[config.mk]
export PLATFORM = sky130hd
export DESIGN_NAME = input_fifo_buffer
export DESIGN_NICKNAME = d
export VERILOG_FILES = /design/src/rtl/input_fifo_buffer_pkg.sv /design/src/rtl/input_fifo_buffer_ram.sv /design/src/rtl/input_fifo_buffer.sv
export SDC_FILE = /design/constraint.sdc
export NUM_CORES = 1
export LEC_CHECK = 0
export BUFFER_PORTS_ARGS = -buffer_cell sky130_fd_sc_hd__buf_2
export CORE_MARGIN = 8
export CORE_UTILIZATION = 60
export CTS_BUF_LIST = sky130_fd_sc_hd__clkbuf_8
export DETAILED_ROUTE_END_ITERATION = 6
export PLACE_DENSITY = 0.89
export SYNTH_ARGS = -nofsm -noshare
export SYNTH_HDL_FRONTEND = slang
export SYNTH_SLANG_ARGS = --single-unit
[constraint.sdc]
create_clock -name clk -period 31.1 [get_ports clk]
set_clock_uncertainty 0.15 [all_clocks]
set_input_delay 6.22 -clock clk [delete_from_list [all_inputs] [get_ports clk]]
set_output_delay 6.22 -clock clk [all_outputs]
set_load 0.02 [all_outputs]
[src/rtl/input_fifo_buffer_pkg.sv]
`default_nettype none
// ============================================================================
//  Module   : input_fifo_buffer_pkg
//  Purpose  : Shared defaults and helpers for the input FIFO buffer.
//             Holds the default vector geometry (lanes and lane width), the
//             occupancy-width helper, and the operation encoding used to
//             update the occupancy counter.
//  Revision : 1.0  initial release
// ============================================================================
package input_fifo_buffer_pkg;

    localparam int C_DEFAULT_N          = 8;
    localparam int C_DEFAULT_DATA_WIDTH = 32;

    // Per-cycle queue operation, formed as {write_accepted, read_accepted}.
    typedef enum logic [1:0] {
        OP_IDLE  = 2'b00,
        OP_READ  = 2'b01,
        OP_WRITE = 2'b10,
        OP_BOTH  = 2'b11
    } fifo_op_e;

    // Occupancy must represent 0..depth inclusive, hence one bit more than
    // the pointer width.
    function automatic int occ_width(input int depth);
        return $clog2(depth) + 1;
    endfunction

endpackage
`default_nettype wire

[src/rtl/input_fifo_buffer_ram.sv]
`default_nettype none
// ============================================================================
//  Module   : ram_dual_port
//  Purpose  : Simple dual-port RAM, port A write-only, port B read-only,
//             read latency of one clock. Contents are not reset.
//  Ports    : clk                         - clock, rising edge
//             a_we / a_addr / a_wdata     - write port
//             b_re / b_addr               - read request / address
//             b_rdata                     - registered read data
//  Revision : 1.0  initial release
// ============================================================================
module ram_dual_port #(
    parameter int WIDTH  = 33,
    parameter int DEPTH  = 4,
    parameter int ADDR_W = $clog2(DEPTH)
) (
    input  logic              clk,
    input  logic              a_we,
    input  logic [ADDR_W-1:0] a_addr,
    input  logic [WIDTH-1:0]  a_wdata,
    input  logic              b_re,
    input  logic [ADDR_W-1:0] b_addr,
    output logic [WIDTH-1:0]  b_rdata
);

    logic [WIDTH-1:0] mem_q [DEPTH];
    logic [WIDTH-1:0] b_rdata_q;

    // Read returns the pre-write contents on an address collision; the FIFO
    // never reads the slot it is writing, so this ordering is never observed.
    always_ff @(posedge clk) begin
        if (a_we) begin
            mem_q[a_addr] <= a_wdata;
        end
        if (b_re) begin
            b_rdata_q <= mem_q[b_addr];
        end
    end

    assign b_rdata = b_rdata_q;

endmodule
`default_nettype wire

[src/rtl/input_fifo_buffer.sv]
`default_nettype none
// ============================================================================
//  Module   : input_fifo_buffer
//  Purpose  : Synchronous FIFO of N-lane vectors plus an end-of-frame flag.
//             Registered read (valid_out one cycle after an accepted
//             dequeue), no write-to-read bypass, sticky overflow flag.
//  Ports    : clk, rst                    - clock / sync active-high reset
//             enqueue, eof_in, vector_in  - write side
//             dequeue                     - read request
//             valid_out, eof_out,
//             vector_out                  - read data, valid one cycle later
//             full, empty, almost_full,
//             occupancy                   - occupancy status
//             overflow                    - sticky: write attempted while full
//  Revision : 1.0  initial release
// ============================================================================
module input_fifo_buffer
    import input_fifo_buffer_pkg::*;
#(
    parameter int N          = C_DEFAULT_N,
    parameter int DATA_WIDTH = C_DEFAULT_DATA_WIDTH,
    parameter int IB_DEPTH   = 4,
    parameter int AF_THRESH  = IB_DEPTH - 1
) (
    input  logic                              clk,
    input  logic                              rst,
    input  logic                              enqueue,
    input  logic                              eof_in,
    input  logic [N*DATA_WIDTH-1:0]           vector_in,
    input  logic                              dequeue,
    output logic                              valid_out,
    output logic                              eof_out,
    output logic [N*DATA_WIDTH-1:0]           vector_out,
    output logic                              full,
    output logic                              empty,
    output logic                              almost_full,
    output logic [occ_width(IB_DEPTH)-1:0]    occupancy,
    output logic                              overflow
);

    localparam int C_PTR_W   = $clog2(IB_DEPTH);
    localparam int C_OCC_W   = occ_width(IB_DEPTH);
    localparam int C_ENTRY_W = N * DATA_WIDTH + 1;

    localparam logic [C_OCC_W-1:0] C_DEPTH_OCC = C_OCC_W'(IB_DEPTH);
    localparam logic [C_OCC_W-1:0] C_AF_OCC    = C_OCC_W'(AF_THRESH);

    logic [C_PTR_W-1:0] wr_ptr_q, wr_ptr_d;
    logic [C_PTR_W-1:0] rd_ptr_q, rd_ptr_d;
    logic [C_OCC_W-1:0] occupancy_q, occupancy_d;
    logic               valid_out_q, valid_out_d;
    logic               overflow_q, overflow_d;

    logic               w_full;
    logic               w_empty;
    logic               w_wr_en;
    logic               w_rd_en;
    fifo_op_e           w_op;
    logic [C_ENTRY_W-1:0] w_wr_entry;
    logic [C_ENTRY_W-1:0] w_rd_entry;

    // Status flags derive from the occupancy register, so they always agree
    // with the occupancy value presented in the same cycle.
    assign w_full  = (occupancy_q == C_DEPTH_OCC);
    assign w_empty = (occupancy_q == '0);

    // A full queue blocks writes even when a read frees a slot this cycle.
    assign w_wr_en = enqueue && !w_full  && !rst;
    assign w_rd_en = dequeue && !w_empty && !rst;
    assign w_op    = fifo_op_e'({w_wr_en, w_rd_en});

    // EOF occupies the LSB of each stored entry.
    assign w_wr_entry = {vector_in, eof_in};

    always_comb begin
        wr_ptr_d    = wr_ptr_q;
        rd_ptr_d    = rd_ptr_q;
        occupancy_d = occupancy_q;
        valid_out_d = w_rd_en;
        overflow_d  = overflow_q || (enqueue && w_full);

        // Power-of-two depth lets the pointers wrap by natural overflow.
        if (w_wr_en) begin
            wr_ptr_d = wr_ptr_q + C_PTR_W'(1);
        end
        if (w_rd_en) begin
            rd_ptr_d = rd_ptr_q + C_PTR_W'(1);
        end

        case (w_op)
            OP_WRITE: occupancy_d = occupancy_q + C_OCC_W'(1);
            OP_READ:  occupancy_d = occupancy_q - C_OCC_W'(1);
            default:  occupancy_d = occupancy_q;
        endcase
    end

    always_ff @(posedge clk) begin
        if (rst) begin
            wr_ptr_q    <= '0;
            rd_ptr_q    <= '0;
            occupancy_q <= '0;
            valid_out_q <= 1'b0;
            overflow_q  <= 1'b0;
        end else begin
            wr_ptr_q    <= wr_ptr_d;
            rd_ptr_q    <= rd_ptr_d;
            occupancy_q <= occupancy_d;
            valid_out_q <= valid_out_d;
            overflow_q  <= overflow_d;
        end
    end

    ram_dual_port #(
        .WIDTH  (C_ENTRY_W),
        .DEPTH  (IB_DEPTH),
        .ADDR_W (C_PTR_W)
    ) u_ram (
        .clk     (clk),
        .a_we    (w_wr_en),
        .a_addr  (wr_ptr_q),
        .a_wdata (w_wr_entry),
        .b_re    (w_rd_en),
        .b_addr  (rd_ptr_q),
        .b_rdata (w_rd_entry)
    );

    assign valid_out   = valid_out_q;
    assign vector_out  = w_rd_entry[C_ENTRY_W-1:1];
    assign eof_out     = w_rd_entry[0];
    assign full        = w_full;
    assign empty       = w_empty;
    assign almost_full = (occupancy_q >= C_AF_OCC);
    assign occupancy   = occupancy_q;
    assign overflow    = overflow_q;

endmodule
`default_nettype wire

==> summary.md <==
| Metric | Value |
|---|---|
| Status | `finished, final reports clean` |
| # H-tree levels | `4` |
| Cell depth of the worst setup path | `5` |
| Cell breakdown of the critical path | `buf_2 -> nor3_1 -> and2_4 -> buf_4 -> buf_4` |
| Bufs on Longest Clock Path | `3` |
| Grt met1 use | `0.267` |
| Final wirelength | `96400 µm` |
| Mapped Cells | `1658` |
| Vias per cell | `5.90` |
| Initial antenna violation count | `46` |
| Worst-Margin Slew | `approximately 1.1 ns` |
| Commonest register cell after synthesis | `edfxtp_1` |
| Reg2reg setup slack | `26.60 ns` |
| Nets | `2601` |
| Final count of negative-setup-slack endpoints | `0` |
| Grt peak-use layer | `met2` |
| RSZ-0062 raised after global routing | `false` |
| Hold path cells | `2` |
| Dpl cells | `3113` |
| Post-Synth XOR/XNOR Area | `0.000773` |
| Global Route met2 Usage | `0.386` |
| First DRT Iteration DRCs | `1768` |
| Synth warn | `0` |
| Pwr Total | `between 0.003 and 0.004 W` |
| Post-route cell area | `around 52000 µm²` |
| Fraction of synthesized area in multiplexers | `0.128` |
| Cell family with the largest share of critical-path delay | `buffers and inverters` |
| Simple-gate share of the synthesized area | `0.00235` |
| Relative slew slack | `0.245` |
| Clock Sinks | `roughly 1300` |
| Maximum capacitance violations | `0` |
| Arrival time worst endpoint | `9.78 ns` |
| Setup TNS | `0 ns` |
| CP max stage delay | `0.93 ns` |
| Peak supply drop | `46.9 µV` |
| Post-synth top cells | `1285 x edfxtp_1, 257 x mux4_2, 26 x buf_2, 24 x buf_6` |
| CTS tree | `yes` |
| Area Growth Syn to Fin | `15.7%` |
| Reg clk slew, reported paths | `0.06 ns` |
| Synth top area cells | `edfxtp_1 85%, mux4_2 13%, buf_6 0.60%` |
| Wire per inst | `27.6 µm` |
| Die ar. | `84600 µm²` |
| Yosys cell types | `25` |
| WP data required | `31.34 ns` |
| Total CTS buffers | `188` |
| Most frequent cell after synthesis | `edfxtp_1` |
| Synth Net Count | `1925` |
| Layout cells sized above 1 | `0.414` |
| Most used cell, CP | `buf_4` |
| Final Slew Violations | `0` |
| Final period utilization | `0.307` |
| Worst hold slack | `just over 0.3 ns` |
| All-layer global routing usage | `0.223` |
| Post-synthesis adder-cell area fraction | `0.00182` |
| Reg2Reg Depth | `5` |
| Fmax | `around 100 MHz` |
| I/O pin total | `526` |
| Main combinational cell family by area after synthesis | `multiplexers` |
| Placer Congestion | `0.780` |
| GR Layer Usage met3 | `0.0679` |
| Core Area | `approximately 75000 µm²` |
| Initial Util | `0.608` |
| Dpl hpwl | `~60000 µm` |
| Setup Crit Path Kind | `in -> reg` |
| Synth Area in Compound Gates | `0.00119` |
| Largest net degree at the start of global routing | `133` |
| Die Wd | `between 200 and 300 µm` |
| Min-Delay Path Class | `reg -> reg` |
| LEAKAGE | `17.4 nW` |
| First-pass iteration count of the detailed router | `5` |
| Routed Antenna Nets | `0` |
| Non-filler instance count after layout | `between 3000 and 4000` |
| CTS resizes | `0` |
| CP Capture Type | `register` |
| Routed via count | `20585` |
| Setup crit start kind | `input port` |
| Post-CTS Setup Repair Bufs | `0` |
| Hold-fix buffers, CTS | `0` |
| Power density cells | `66.1 nW/µm²` |
| FF+latch count, synth | `1294` |
| Post-synthesis async set-or-reset flop share | `0` |
| Post-route DRC | `0` |
| Post-synth EDFFs | `1285` |
| Worst-skew pair later-pin latency | `~0.8 ns` |
| Clock root buffer | `clkbuf_8` |
| First-pass GRT wire length | `140000 µm` |
| Worst-path fanout max | `70` |
| Cell at the slowest stage of the critical path | `buf_4` |
| Top cell type by total area after synthesis | `edfxtp_1` |
| Buffers on Ports | `525` |
| Final hold viol count | `0` |
| Final Critical Period | `9.53 ns` |
| Total gr overflow | `0` |
| Die Height | `291 µm` |
| Row cnt | `100` |
| Sequential area share after synthesis | `0.855` |
| Vias in the first global route | `21735` |
| Placed cell areas | `48900 µm²` |
| Post-Syn Area | `about 45000 µm²` |
| Mean Syn Cell Area | `27.3 µm²` |
| Synth top area share | `0.851` |
| CP bufs+invs | `3` |
## cell usage in the layout (no fill, tap or decap), types with 7 or more instances in the layout
cell and n:
inv_1 77, buf_2 525, diode_2 37, mux4_2 257
clkinv_2 11, clkinv_1 53, nor2_1 8, clkbuf_8 194
edfxtp_1 1285, dfxtp_1 7, buf_4 18
## power by group
group / switching (W) / internal [W]
registers: 0.0000232 / 0.00199
logic: 0.000131 / 0.000105
clock network: 0.000606 / 0.000611
## metrics by stage
step	util	setup WS (ns)
2_1_floorplan	-	11.40
3_3_place_gp	0.656	20.79
3_5_place_dp	0.656	20.71
4_1_cts	0.702	21.59
5_1_grt	0.703	21.37
6_report	0.703	21.57
## final timing paths
path,endpoint,from
hold reg to reg,overflow,overflow
setup / recovery,u_ram.mem_q[3][147],rst
setup reg to reg,u_ram.mem_q[3][147],occupancy[0]
hold / removal,overflow,overflow
## cell families after synthesis
family | Yosys count
adder cells (fa/ha/maj) | 6
AO/OA/AOI/OAI | 9
AND/OR/NAND/NOR | 20
multiplexers | 258
XOR/XNOR | 4
buffers and inverters | 67
flip-flops | 1294
## tightest hold or removal path: stages (launching register included)
cell     delay [ns]
dfxtp_1        0.32
a21oi_1        0.04
nor2_1         0.07
## registers in the layout, indices dropped and copies added (netlist names)
register,count
u_ram.mem_q,1028
u_ram.b_rdata,257
occupancy,3
rd_ptr_q,2
wr_ptr_q,2
overflow,1
valid_out,1
## per-layer routing
layer  share of wire  vias up
met4           0.027       30
met3           0.090      187
met2            0.53     1078
li1                -     8575
met1            0.35    10715
met5          0.0020        -
## area by class of cell
type                       count  area, µm²
antenna                       37       92.6
clock buffer                 194       2670
clock inverter               147        737
fill                        4091      22100
inverter                       7       26.3
multi-input combinational    297       6090
sequential                  1294      38800
tap                          969       1210
timing repair buffer         546       2820
No activity file was read; power rests on OpenSTA's default activity.
